$ cat src/rtl/wts_adsr_envelope_multi_if.sv
// Bus bundle for the multi-channel ADSR envelope generator: service pulse,
// key events, register write port and the envelope sample stream.
interface wts_adsr_envelope_multi_if #(
  parameter int CH_NUM  = 8,
  parameter int RATE_W  = 12,
  parameter int LEVEL_W = 8
);
  localparam int CH_W = $clog2(CH_NUM);

  logic               active;
  logic [CH_NUM-1:0]  key_on;
  logic [CH_NUM-1:0]  key_release;
  logic [CH_NUM-1:0]  key_off;
  logic               reg_we;
  logic [CH_W-1:0]    reg_ch;
  logic [2:0]         reg_addr;
  logic [RATE_W-1:0]  reg_wdata;
  logic               env_valid;
  logic [CH_W-1:0]    env_ch;
  logic [LEVEL_W-1:0] env_level;
  logic [CH_NUM-1:0]  ch_busy;

  modport master (
    output active, key_on, key_release, key_off, reg_we, reg_ch, reg_addr, reg_wdata,
    input  env_valid, env_ch, env_level, ch_busy
  );

  modport slave (
    input  active, key_on, key_release, key_off, reg_we, reg_ch, reg_addr, reg_wdata,
    output env_valid, env_ch, env_level, ch_busy
  );
endinterface

$ cat src/rtl/wts_adsr_envelope_multi.sv
// Time-multiplexed ADSR envelope generator: one shared datapath services one
// channel per active pulse, round-robin over CH_NUM channels.
module wts_adsr_envelope_multi #(
  parameter int CH_NUM  = 8,
  parameter int RATE_W  = 12,
  parameter int LEVEL_W = 8
) (
  input  logic                        clk,
  input  logic                        nreset,
  wts_adsr_envelope_multi_if.slave    bus
);
  localparam int CH_W    = $clog2(CH_NUM);
  localparam int CNT_W   = RATE_W + 4;
  localparam int CH_SPAN = 1 << CH_W;
  localparam logic [LEVEL_W-1:0] MAX = {1'b1, {(LEVEL_W-1){1'b0}}};

  typedef enum logic [2:0] {
    ST_IDLE,
    ST_ATTACK,
    ST_DECAY,
    ST_SUSTAIN,
    ST_RELEASE
  } state_e;

  state_e             r_state [CH_NUM];
  logic [CNT_W-1:0]   r_cnt   [CH_NUM];
  logic [LEVEL_W-1:0] r_level [CH_NUM];
  logic [RATE_W-1:0]  r_ar    [CH_NUM];
  logic [RATE_W-1:0]  r_dr    [CH_NUM];
  logic [RATE_W-1:0]  r_sr    [CH_NUM];
  logic [RATE_W-1:0]  r_rr    [CH_NUM];
  logic [LEVEL_W-1:0] r_sl    [CH_NUM];
  logic [CH_NUM-1:0]  r_pend_on, r_pend_rel, r_pend_off;
  logic [CH_W-1:0]    r_ptr;
  logic               r_env_valid;
  logic [CH_W-1:0]    r_env_ch;
  logic [LEVEL_W-1:0] r_env_level;
  logic [CH_NUM-1:0]  r_busy;

  state_e             w_st_cur, w_st_nxt;
  logic [CNT_W-1:0]   w_cnt_cur, w_cnt_nxt;
  logic [LEVEL_W-1:0] w_lvl_cur, w_lvl_nxt, w_sl_eff;
  logic [RATE_W-1:0]  w_rate;
  logic               w_on, w_rel, w_off;
  logic [CH_NUM-1:0]  w_slot_mask;
  logic [CH_SPAN-1:0] w_ch_valid;
  logic               w_wr_ok;

  // Channel indices beyond CH_NUM are only reachable when CH_NUM is not a power of two.
  for (genvar g = 0; g < CH_SPAN; g++) begin : g_ch_valid
    assign w_ch_valid[g] = (g < CH_NUM);
  end

  assign w_wr_ok     = bus.reg_we & w_ch_valid[bus.reg_ch];
  assign w_slot_mask = bus.active ? (CH_NUM'(1) << r_ptr) : '0;

  // A key pulse on the servicing clk itself counts for this slot.
  assign w_on      = r_pend_on[r_ptr]  | bus.key_on[r_ptr];
  assign w_rel     = r_pend_rel[r_ptr] | bus.key_release[r_ptr];
  assign w_off     = r_pend_off[r_ptr] | bus.key_off[r_ptr];
  assign w_st_cur  = r_state[r_ptr];
  assign w_cnt_cur = r_cnt[r_ptr];
  assign w_lvl_cur = r_level[r_ptr];
  assign w_sl_eff  = (r_sl[r_ptr] > MAX) ? MAX : r_sl[r_ptr];

  always_comb begin
    // NOTE: every output of this block is given a default before any branch,
    // so no path can leave a value unassigned and infer a latch.
    w_rate    = '0;
    w_st_nxt  = w_st_cur;
    w_cnt_nxt = w_cnt_cur;
    w_lvl_nxt = w_lvl_cur;

    case (w_st_cur)
      ST_ATTACK:  w_rate = r_ar[r_ptr];
      ST_DECAY:   w_rate = r_dr[r_ptr];
      ST_SUSTAIN: w_rate = r_sr[r_ptr];
      ST_RELEASE: w_rate = r_rr[r_ptr];
      default:    w_rate = '0;
    endcase

    if (w_off) begin
      w_lvl_nxt = '0;
      w_st_nxt  = ST_IDLE;
    end else if (w_on) begin
      w_st_nxt  = ST_ATTACK;
      w_cnt_nxt = {r_ar[r_ptr], 4'hF};
      w_lvl_nxt = (r_ar[r_ptr] == '0) ? MAX : '0;
    end else begin
      if (w_rel) begin
        if (w_st_cur != ST_IDLE) w_st_nxt = ST_RELEASE;
      end else if (w_cnt_cur == '0) begin
        w_cnt_nxt = {w_rate, 4'hF};
        if (w_rate != '0) begin
          if (w_st_cur == ST_ATTACK)
            w_lvl_nxt = (w_lvl_cur >= MAX) ? MAX : w_lvl_cur + LEVEL_W'(1);
          else
            w_lvl_nxt = (w_lvl_cur == '0) ? '0 : w_lvl_cur - LEVEL_W'(1);
        end
      end else begin
        w_cnt_nxt = w_cnt_cur - CNT_W'(1);
      end

      // Silence check outranks the sustain-level check.
      if ((w_st_nxt inside {ST_DECAY, ST_SUSTAIN, ST_RELEASE}) && (w_lvl_nxt == '0))
        w_st_nxt = ST_IDLE;
      else if ((w_st_nxt == ST_ATTACK) && (w_lvl_nxt == MAX))
        w_st_nxt = ST_DECAY;
      else if ((w_st_nxt == ST_DECAY) && (w_lvl_nxt <= w_sl_eff))
        w_st_nxt = ST_SUSTAIN;
    end
  end

  // NOTE: the per-channel files are flop arrays, not RAM, so the async reset
  // clears every entry like any other register.
  always_ff @(posedge clk or negedge nreset) begin
    if (!nreset) begin
      r_ptr <= '0;
      for (int i = 0; i < CH_NUM; i++) begin
        r_state[i] <= ST_IDLE;
        r_cnt[i]   <= '0;
        r_level[i] <= '0;
      end
    end else if (bus.active) begin
      // NOTE: state registers use non-blocking assignment so every flop
      // samples pre-edge values regardless of statement order.
      r_state[r_ptr] <= w_st_nxt;
      r_cnt[r_ptr]   <= w_cnt_nxt;
      r_level[r_ptr] <= w_lvl_nxt;
      r_ptr          <= (r_ptr == CH_W'(CH_NUM - 1)) ? '0 : r_ptr + CH_W'(1);
    end
  end

  always_ff @(posedge clk or negedge nreset) begin
    if (!nreset) begin
      r_pend_on  <= '0;
      r_pend_rel <= '0;
      r_pend_off <= '0;
    end else begin
      r_pend_on  <= (r_pend_on  | bus.key_on)      & ~w_slot_mask;
      r_pend_rel <= (r_pend_rel | bus.key_release) & ~w_slot_mask;
      r_pend_off <= (r_pend_off | bus.key_off)     & ~w_slot_mask;
    end
  end

  always_ff @(posedge clk or negedge nreset) begin
    if (!nreset) begin
      for (int i = 0; i < CH_NUM; i++) begin
        r_ar[i] <= '0;
        r_dr[i] <= '0;
        r_sr[i] <= '0;
        r_rr[i] <= '0;
        r_sl[i] <= '0;
      end
    end else if (w_wr_ok) begin
      case (bus.reg_addr)
        3'd0:    r_ar[bus.reg_ch] <= bus.reg_wdata;
        3'd1:    r_dr[bus.reg_ch] <= bus.reg_wdata;
        3'd2:    r_sr[bus.reg_ch] <= bus.reg_wdata;
        3'd3:    r_rr[bus.reg_ch] <= bus.reg_wdata;
        3'd4:    r_sl[bus.reg_ch] <= bus.reg_wdata[LEVEL_W-1:0];
        default: ;
      endcase
    end
  end

  always_ff @(posedge clk or negedge nreset) begin
    if (!nreset) begin
      r_env_valid <= 1'b0;
      r_env_ch    <= '0;
      r_env_level <= '0;
      r_busy      <= '0;
    end else begin
      r_env_valid <= bus.active;
      if (bus.active) begin
        r_env_ch      <= r_ptr;
        r_env_level   <= w_lvl_nxt;
        r_busy[r_ptr] <= (w_st_nxt != ST_IDLE);
      end
    end
  end

  assign bus.env_valid = r_env_valid;
  assign bus.env_ch    = r_env_ch;
  assign bus.env_level = r_env_level;
  assign bus.ch_busy   = r_busy;
endmodule

$ cat src/flat_wrapper.sv
// flat-port wrapper written by rule: the top's interface ports become plain ports
module wts_adsr_envelope_multi_flat 
#(
  parameter int CH_NUM  = 8,
  parameter int RATE_W  = 12,
  parameter int LEVEL_W = 8
)
  (clk, nreset, bus_active, bus_key_on, bus_key_release, bus_key_off, bus_reg_we, bus_reg_ch, bus_reg_addr, bus_reg_wdata, bus_env_valid, bus_env_ch, bus_env_level, bus_ch_busy);
  wts_adsr_envelope_multi_if #(.CH_NUM(CH_NUM), .RATE_W(RATE_W), .LEVEL_W(LEVEL_W)) bus_i ();
  input  logic clk;
  input  logic nreset;
  input wire logic [$bits(bus_i.active)-1:0] bus_active;
  input wire logic [$bits(bus_i.key_on)-1:0] bus_key_on;
  input wire logic [$bits(bus_i.key_release)-1:0] bus_key_release;
  input wire logic [$bits(bus_i.key_off)-1:0] bus_key_off;
  input wire logic [$bits(bus_i.reg_we)-1:0] bus_reg_we;
  input wire logic [$bits(bus_i.reg_ch)-1:0] bus_reg_ch;
  input wire logic [$bits(bus_i.reg_addr)-1:0] bus_reg_addr;
  input wire logic [$bits(bus_i.reg_wdata)-1:0] bus_reg_wdata;
  output wire logic [$bits(bus_i.env_valid)-1:0] bus_env_valid;
  output wire logic [$bits(bus_i.env_ch)-1:0] bus_env_ch;
  output wire logic [$bits(bus_i.env_level)-1:0] bus_env_level;
  output wire logic [$bits(bus_i.ch_busy)-1:0] bus_ch_busy;
  assign bus_i.active = bus_active;
  assign bus_i.key_on = bus_key_on;
  assign bus_i.key_release = bus_key_release;
  assign bus_i.key_off = bus_key_off;
  assign bus_i.reg_we = bus_reg_we;
  assign bus_i.reg_ch = bus_reg_ch;
  assign bus_i.reg_addr = bus_reg_addr;
  assign bus_i.reg_wdata = bus_reg_wdata;
  assign bus_env_valid = bus_i.env_valid;
  assign bus_env_ch = bus_i.env_ch;
  assign bus_env_level = bus_i.env_level;
  assign bus_ch_busy = bus_i.ch_busy;
  wts_adsr_envelope_multi #(.CH_NUM(CH_NUM), .RATE_W(RATE_W), .LEVEL_W(LEVEL_W)) u_core (.clk(clk), .nreset(nreset), .bus(bus_i));
endmodule
$ cat config.mk
export PLATFORM = sky130hd
export DESIGN_NAME = wts_adsr_envelope_multi_flat
export DESIGN_NICKNAME = d
export VERILOG_FILES = /design/src/rtl/wts_adsr_envelope_multi_if.sv /design/src/rtl/wts_adsr_envelope_multi.sv /design/src/flat_wrapper.sv
export SDC_FILE = /design/constraint.sdc
export NUM_CORES = 1
export LEC_CHECK = 0
export BUFFER_PORTS_ARGS = -buffer_cell sky130_fd_sc_hd__buf_2
export CAP_MARGIN = 20
export CORE_UTILIZATION = 33
export CTS_CLUSTER_DIAMETER = 40
export DETAILED_ROUTE_END_ITERATION = 10
export GPL_TIMING_DRIVEN = 0
export PLACE_DENSITY = 0.44
export SETUP_SLACK_MARGIN = 0.1
export SLEW_MARGIN = 15
export SYNTH_ARGS = -nofsm -noshare
export SYNTH_HDL_FRONTEND = slang
export SYNTH_SLANG_ARGS = --single-unit
$ cat constraint.sdc
create_clock -name clk -period 14.2 [get_ports clk]
set_clock_uncertainty 0.2 [all_clocks]
set_input_delay 1.42 -clock clk [delete_from_list [all_inputs] [get_ports clk]]
set_output_delay 1.42 -clock clk [all_outputs]
set_load 0.01 [all_outputs]
---- Word level (Yosys, flattened, before mapping) ----
Memories as Yosys holds them, arrays and structs flattened.
Cells that the tools add are included.
word-level totals
  register bits after elaboration ......... 711
  memories kept ........................... 1
  memory bits (read-only) ................. 8
  logic and storage cells ................. 221
memory list
  name              depth  width  rd ports  clocked after memory_dff  wr ports  RTL line                       RTL
  (name not given)  8      1      1         0                         0         wts_adsr_envelope_multi.sv:54  assign w_wr_ok = bus.reg_we & w_ch_valid[bus.reg_ch];
operators by class
  shifts and indexed selects .............. 1
  reductions and logical operators ........ 20
  multiplexer cells ....................... 86
  $add $sub $neg .......................... 4
  bitwise operators ....................... 13
  $lt $le $gt $ge ......................... 10
  equal/unequal tests ..................... 14
operators with widths
  cell                   number
  $bwmux 96              4
  $mux 8                 19
  $bmux 12 s3            4
  $bwmux 128             1
  $bwmux 64              2
  $mux 16                7
  $mux 12                9
  $bmux 16 s3            1
  $bmux 8 s3             2
  $demux 16 s3           1
  $demux 8 s3            2
  $pmux 12 s4            1
  $mux 3                 13
  $demux 12 s3           1
  $and 8x8->8            3
  $bwmux 24              1
  $or 8x8->8             3
  $bmux 1 s3             6
  $eq 3x2->1 const B     6
  $logic_not 16->1       1
  $logic_not 8->1        2
  $sub 16x1->16 const B  1
  $eq 3x3->1 const B     4
  $logic_not 12->1       1
  other kinds (27)       53

---- Logic depth before layout (Yosys ltp) ----
Gate-level depths: netlist (run 1).
  depth after elaboration ................. 21
  mapped depth ............................ 28
  mapped depth without buffers ............ 21

---- Worst setup path after synthesis (run 1) ----
OpenSTA, ideal clock, no wires.
  kind .................................... reg2reg
  start point ............................. register u_core.r_ptr[0]
  end point ............................... register u_core.r_busy[6], in the netlist u_core.bus.ch_busy[6]
  stages on the path, launching flop included .. 29
  arrival time ............................ 5.194 ns
  period minus slack after synthesis ...... 5.476 ns
  required time ........................... 13.918 ns
  path buffers ............................ 7
  path slack .............................. 8.724 ns
  cell sequence ........................... dfrtp_1 buf_6 buf_12 buf_12 buf_12 buf_2 mux4_2 mux2i_1 ha_1 nand2_1 or3_4 nor2_4 o31a_1 buf_6 a21boi_0 nor3_1 inv_1 ha_1 a21o_1 a21o_1 a21oi_1 o21ai_0 o21ai_0 a21o_1 nand2_1 o32ai_1 a21oi_2 buf_4 a31oi_1
on the way
  cells in the longest elaborated chain, start to end .. 21
  elaborated cells between the ends (all ways) .. 89
  classes of those cells .................. 2 x add/sub; 5 x order compare; 9 x eq/ne; 58 x mux; 4 x bitwise; 11 x reduce/logical
ends and longest elaborated chain
  what                                                                  RTL line                                                      RTL
  from (decl)                                                           wts_adsr_envelope_multi.sv:34                                 logic [CH_W-1:0] r_ptr;
  from (signal assigned)                                                wts_adsr_envelope_multi.sv:130                                r_ptr <= (r_ptr == CH_W'(CH_NUM - 1)) ? '0 : r_ptr + CH_W'(1);
  $not 3->4 (not written as such)                                       n/a
  $bmux 8 s3 or $bmux 3 s3 (tied branches)                              wts_adsr_envelope_multi.sv:63, wts_adsr_envelope_multi.sv:61
  $mux 8 (not written as such) or $mux 3 (tied branches) (2 in series)  wts_adsr_envelope_multi.sv:63, wts_adsr_envelope_multi.sv:61
  $sub 8x1->8 (tied with other cells)                                   wts_adsr_envelope_multi.sv:98                                 w_lvl_nxt = (w_lvl_cur == '0) ? '0 : w_lvl_cur - LEVEL_W'(1);
  $mux 8 (tied with other cells)                                        wts_adsr_envelope_multi.sv:98
  $mux 8 or $reduce_bool 12->1 (tied branches)                          wts_adsr_envelope_multi.sv:95, wts_adsr_envelope_multi.sv:94
  $mux 8                                                                wts_adsr_envelope_multi.sv:94                                 if (w_rate != '0) begin
  $mux 8                                                                wts_adsr_envelope_multi.sv:92                                 end else if (w_cnt_cur == '0) begin
  (+4 left out)                                                         n/a
  $logic_and 1x1->1                                                     wts_adsr_envelope_multi.sv:109                                else if ((w_st_nxt == ST_DECAY) && (w_lvl_nxt <= w_sl_eff))
  $mux 3                                                                wts_adsr_envelope_multi.sv:109
  $mux 3                                                                wts_adsr_envelope_multi.sv:107                                else if ((w_st_nxt == ST_ATTACK) && (w_lvl_nxt == MAX))
  $mux 3                                                                wts_adsr_envelope_multi.sv:105                                if ((w_st_nxt inside {ST_DECAY, ST_SUSTAIN, ST_RELEASE}) && (w_lvl_nxt == '0))
  $mux 3                                                                wts_adsr_envelope_multi.sv:85                                 end else if (w_on) begin
  $mux 3                                                                wts_adsr_envelope_multi.sv:82                                 if (w_off) begin
  $reduce_bool 3->1                                                     wts_adsr_envelope_multi.sv:178                                r_busy[r_ptr] <= (w_st_nxt != ST_IDLE);
  $bwmux 8 *                                                            wts_adsr_envelope_multi.sv:178
  to (signal, indexed assignment)                                       wts_adsr_envelope_multi.sv:178
  to (decl)                                                             wts_adsr_envelope_multi.sv:38                                 logic [CH_NUM-1:0] r_busy;
Mark *: on every way between the ends. The rest lies on a longest branch, timed or not. The select of a mux whose other input is x is not followed.
A chain may end at the register's enable or synchronous reset.

---- Worst setup path after layout (run 1) ----
  start point ............................. register u_core.r_ptr[2]
  end point ............................... register u_core.r_busy[7], in the netlist u_core.bus.ch_busy[7]
The elaborated chain is that of the path after synthesis.

==> qor.yml, run 1 <==
ant_nets: 0
via_per_inst: 5.44
rsz0062_at_grt: "no"
slew_viol_final: 0
dp_hpwl_um: 84000
core_um2: 102000
cpMostUsedCell: "o21ai_0"
insertion_delay_ns: 0.74
cellPowerDensity_nw_per_um2: 210
cts_resized: 0
ys_top_cells_by_count: "711 x dfrtp_1, 455 x mux2_2, 355 x nand2_1, 222 x o21ai_0, 162 x mux4_2"
fin_area_um2: 41100
synth-seq-area-share_pct: 52.4
dpl_cell_area_um2: 36300
worst_slew_pin_slew_ns: 1.23
pin_count: 66
wl_per_cell_um: 28.1
path_buf_inv: 8
path_max_fanout: 10
maxSlewHeadroom_pct: 17.9
die_area_um2: 104000
critical-path-top-delay-family: "compound AO/OA/AOI/OAI gates"
cts_made_buffers: 133
post_cts_buffers: 0
clock.fmax_ghz: 0.115
reg2reg_depth: 26
cp_num_cells: 26
drc: 0
grt_usage_pct: 23.9
wl_um: 122000
avgSynthCellArea_um2: 12.8
place_inst: 4104
syn_inst: 2660
grt.busiest_layer: "met2"
antenna_found_initial: 1
syn-cell-area_um2: 34000
fin_crit_ns: 8.68
vdd_ir_drop_max_mv: 0.0995
drive_gt1_share_pct: 35.2
first_global_vias: 25300
grt_start_max_net_pins: 107
required_ns: 14.60
fin_util_pct: 40.4
cp_slowest_cell: "a221oi_1"
dr.pass1.iters: 5
cts_hold_buf: 0
ys.flop_type: "dfrtp_1"
hold_slack_ns: 0.268
gp_congestion: 0.903
htreeDepth: 4
post-route-period-util_pct: 61.2
combPwrFrac_pct: 31.7
power.switching_uw: 3060
rows: 117
first_iter_violations: 1697
layout.nets: 2940
yosys.area.top_type_share_pct: 52.4
synth_edf_count: 0
seqPwrFrac_pct: 29.8
overflow: 0
synth.most_common_cell: "dfrtp_1"
chipHeight_um: 323
grt_pass1_wl_um: 179000
via_count: 23700
cp-start-kind: "register"
start_util_pct: 33.3
syn-num-nets: 2724
p_int_uw: 5570
endpoint_kind: "register"
final_cells: 4351
areaGrowthSynthToFinish_pct: 21.0
io_buffer_count: 57
cp.arrival_ns: 9.08
clock-sinks: 711
yosys-top-cells-area: "dfrtp_1 52%, mux2_2 15%, mux4_2 11%"
setup_viol: 0
num_antenna_cells: 0
use_met3_pct: 4.95
clkPwrFrac_pct: 38.5
place_ws_ns: 5.16
cts_tree: "yes"
ys_seq_elements: 711
met2_usage_pct: 39.2
status: "completed"
crit_type: "register to register"
synthArstFlopShare_pct: 100
gr-usage-met1_pct: 31.2
synth_cell_type_count: 85
critPathMaxStageDelay_ns: 0.94
cts_buffer_depth: 3
hold_class: "register to register"
setup_slack_ns: 5.52
yosys.area.top_type: "dfrtp_1"
fp.dieW_um: 323
switching_share_pct: 35.5
synth_warnings: 0
ctsRootBufferMaster: "clkbuf_16"
hold_viol: 0
clk_pin_slew_ns: 0.05
maxCapViolations: 0
holdPathStages: 2
p_leak_uw: 0.0184
cell usage in the layout, fill, tap and decap left out, types with 5 or more instances in the layout:
| cell | n |
|---|---|
| o22ai_1 | 13 |
| nand4_1 | 9 |
| buf_4 | 17 |
| buf_8 | 6 |
| clkbuf_16 | 133 |
| xnor2_1 | 8 |
| bufinv_16 | 18 |
| o31ai_1 | 12 |
| nand3b_1 | 5 |
| inv_6 | 10 |
| clkbuf_1 | 145 |
| nor2_1 | 108 |
| o21ai_2 | 16 |
| ha_1 | 18 |
| clkbuf_2 | 9 |
| a22oi_1 | 5 |
| nor3_1 | 24 |
| a41oi_1 | 7 |
| nand2_1 | 355 |
| dfrtp_1 | 711 |
| or2_2 | 6 |
| buf_12 | 5 |
| mux4_2 | 162 |
| nand3_1 | 25 |
| a31oi_1 | 5 |
| mux2_2 | 455 |
| buf_6 | 18 |
| o21ai_0 | 222 |
| clkinv_2 | 17 |
| clkbuf_8 | 26 |
| buf_2 | 85 |
| inv_1 | 27 |
| a21oi_1 | 59 |
| o21ai_1 | 10 |
| mux2i_1 | 73 |
| buf_16 | 7 |
| nand2b_1 | 9 |
| clkinvlp_4 | 8 |
| clkinv_4 | 6 |
| nor2b_1 | 6 |
metrics by stage:
| stage | TNS (ns) | total power, uW |
|---|---|---|
| 5_1_grt | 0 | 9010 |
| 6_report | 0 | 8640 |
| 4_1_cts | 0 | 8680 |
| 2_1_floorplan | 0 | 4220 |
| 3_3_place_gp | -2290.93 | 5250 |
| 3_5_place_dp | 0 | 5320 |
cell families after synthesis:
group	count (synthesis)	synth area share (%)
AO/OA/AOI/OAI	406	7.23
XOR/XNOR	12	0.309
adder cells (fa/ha/maj)	18	0.663
buffers and inverters	228	3.27
flip-flops	711	52.4
multiplexers	705	28.9
AND/OR/NAND/NOR	580	7.28
path summary, 6_finish.rpt:
| check | from | to | slack (ns) |
|---|---|---|---|
| max | u_core.r_ptr[2] | u_core.bus.ch_busy[7] | 5.52 |
| min | u_core.r_cnt[119] | u_core.r_cnt[119] | 0.27 |
| max reg2reg | u_core.r_ptr[2] | u_core.bus.ch_busy[7] | 5.52 |
| min reg2reg | u_core.r_cnt[119] | u_core.r_cnt[119] | 0.27 |
| max in group asynchronous | nreset | u_core.r_sr[91] | 11.04 |
| min in group asynchronous | nreset | u_core.r_pend_on[2] | 0.44 |
per-layer routing:
layer / up-vias / wire, um
li1: 10100 / -
met1: 12700 / 52900
met2: 679 / 58800
met3: 215 / 6260
met4: 2 / 4070
met5: - / 12
area by class of cell:
cell class	count	area (um^2)
Multi-Input combinational cell	1721	15100
Tap cell	1368	1710
Clock buffer	175	3750
Inverter	29	109
Sequential cell	711	17800
Clock inverter	67	985
Timing Repair Buffer	81	674
Fill cell	9724	60800
Buffer	199	1020
worst min-delay path: cells and delay by family, from the launching register on:
family | cells | cell delay (ns)
AND/OR/NAND/NOR | 1 | 0.04
flip-flops | 1 | 0.33
AO/OA/AOI/OAI | 1 | 0.06
power groups by stage:
stage	clock (uW)	combinational (uW)	sequential, uW
global placement	0	2670	2580
floorplan	0	1680	2540
global route	3480	2920	2610
finish	3330	2740	2570
CTS	3380	2730	2570
detailed placement	0	2730	2600
flip-flops by register name (all words and copies together), names as in the netlist, 24 cells and up:
register	cells
u_core.r_state	24
u_core.r_level	64
u_core.r_sr	96
u_core.r_rr	96
u_core.r_sl	64
u_core.r_ar	96
u_core.r_cnt	128
u_core.r_dr	96
Note: power is estimated with default switching activity, not from simulation.
==> run 2: changes to the inputs <==
- clock period: 14.2 -> 8.2 ns (I/O delays scaled with it)
==> run 2 against run 1 <==
  * Wire length hardly changed
  * Critical path type unchanged
  * Largest cell class unchanged
  * Combinational power up 73%
  * Highest routed layer unchanged
  * Largest power group unchanged
  * Sequential power rose by 73%
==> qor.yml, run 2 (same netlist as run 1, synthesis figures left out) <==
status: "completed"
cp-start-kind: "register"
cts_buffer_depth: 3  # unchanged
min_from: "bus_active"
r2r-start: "u_core.r_ptr[2]"
holdPathStages: 1  # -1
rr_endpoint: "u_core.bus.ch_busy[7]"
start_util_pct: 33.3  # unchanged
rows: 117  # unchanged
dr.pass1.iters: 5  # unchanged
pin_count: 66  # unchanged
maxSlewHeadroom_pct: 18.1  # +0.28 points
path_buf_inv: 8  # unchanged
drive_gt1_share_pct: 35.5  # +0.35 points
via_per_inst: 5.45  # +0.17%
cts_made_buffers: 133  # unchanged
grt_pass1_wl_um: 179000  # about the same
slew_viol_final: 0  # unchanged
wl_um: 122000  # about the same
setup_viol: 0  # unchanged
chipHeight_um: 323  # unchanged
crit_type: "register to register"
fin_crit_ns: 7.83  # -0.853 ns
final_cell_mix: "711 x dfrtp_1, 455 x mux2_2, 355 x nand2_1"
p_leak_uw: 0.0184  # about the same
overflow: 0  # unchanged
fp.dieW_um: 323  # unchanged
wl_per_cell_um: 28.0  # about the same
setup_slack_ns: 0.370  # -5.15 ns
layout.nets: 2939  # -0.034%
io_buffer_count: 57  # unchanged
cp_slowest_cell: "mux2i_1"
cts_tree: "yes"
grt_usage_pct: 23.9  # about the same
endpoint_kind: "register"
dp_hpwl_um: 84000  # unchanged
hold_viol: 0  # unchanged
hold_class: "input pin to register"
areaGrowthSynthToFinish_pct: 21.2
first_global_vias: 25300  # -0.071%
cellPowerDensity_nw_per_um2: 364  # +73%
num_antenna_cells: 0  # unchanged
antenna_found_initial: 1  # unchanged
worst_slew_pin_slew_ns: 1.23  # -0.00426 ns
grt_start_max_net_pins: 107  # unchanged
first_iter_violations: 1710  # +0.77%
maxCapViolations: 0  # unchanged
clk_pin_slew_ns: 0.05  # about the same
cp.arrival_ns: 8.23  # -0.85 ns
reg2reg_depth: 26  # unchanged
clock-sinks: 711  # unchanged
htreeDepth: 4  # unchanged
power_uw: 15000  # +73%
core_um2: 102000  # unchanged
largest_reg_flops: 128  # unchanged
via_count: 23700  # +0.15%
critical-path-top-delay-family: "compound AO/OA/AOI/OAI gates"
post-route-period-util_pct: 95.5  # +34 points
ctsRootBufferMaster: "clkbuf_16"
hold_slack_ns: 0.0509  # -0.217 ns
path_max_fanout: 10  # unchanged
fin_area_um2: 41200  # +0.12%
place_ws_ns: -0.845  # -6.00 ns
vdd_ir_drop_max_mv: 0.172  # +73%
die_area_um2: 104000  # unchanged
hold_end: "u_core.bus.env_valid"
drc: 0  # unchanged
final_common_cell: "dfrtp_1"
clock.fmax_ghz: 0.128  # +11%
dpl_cell_area_um2: 36300  # unchanged
critPathMaxStageDelay_ns: 0.60  # -0.34 ns
required_ns: 8.60  # -6.00 ns
insertion_delay_ns: 0.74  # about the same
ant_nets: 0  # unchanged
fin_util_pct: 40.4  # +0.049 points
top_register: "u_core.r_cnt"
gp_congestion: 0.903  # unchanged
r2r_slack_ns: 0.37  # -5.15 ns
-- run 2: cell types whose count changed in the layout (fill, tap and decap cells not counted), sizes merged --
cell	before	now
buf	140	137
dlygate4sd3	0	1
clkbuf	315	316
-- run 2: stage by stage --
step	std cells	TNS (ns)
6_report	4350	0
3_3_place_gp	4085	-6143.64
4_1_cts	4347	0
3_5_place_dp	4104	-12.20
2_1_floorplan	2660	0
5_1_grt	4350	-0.0283
-- run 2: repair_timing --
item	4_1_cts	5_1_grt
resized for setup	8	10
setup endpoints to repair	16	16
buffers inserted	0	0
hold buffers	1	0
hold endpoints to repair	61	0
pin swaps	0	0
-- run 2: routing by layer --
metal  up-vias  global-route usage, %  part of all wire (%)
met3       208                   4.91                   5.0
met4         2                   8.82                   3.2
met1     12700                   31.2                    43
li1      10100                      -                     -
met2       663                   39.2                    48
met5         -                      0                0.0098
-- run 2: final cells by class --
cell class	instances	area (um^2)
sequential	711	17800
clock buffer	175	3750
fill	9722	60700
inverter	29	109
tap	1368	1710
buffer	199	1030
multi-input combinational	1721	15100
clock inverter	67	985
timing repair buffer	80	662
-- run 2: worst max path at each step --
stage / from / end / slack [ns] / depth (start not counted)
6_report: u_core.r_ptr[2] / u_core.bus.ch_busy[7] / 0.37 / 26
2_1_floorplan: u_core.r_ptr[0] / u_core.bus.ch_busy[6] / 2.72 / 28
4_1_cts: u_core.r_ptr[1] / u_core.bus.ch_busy[6] / 0.11 / 27
3_5_place_dp: u_core.r_ptr[2] / u_core.bus.ch_busy[6] / -0.84 / 26
3_3_place_gp: nreset / u_core.r_sr[43] / -8.82 / 1
5_1_grt: u_core.r_ptr[2] / u_core.r_state[15] / -0.01 / 26
-- run 2: power by group --
part           switching (uW)  total, uW  internal [uW]
Clock                    1960       5770           3800
Sequential                307       4450           4140
Combinational            3040       4750           1710
Total                    5310      15000           9660
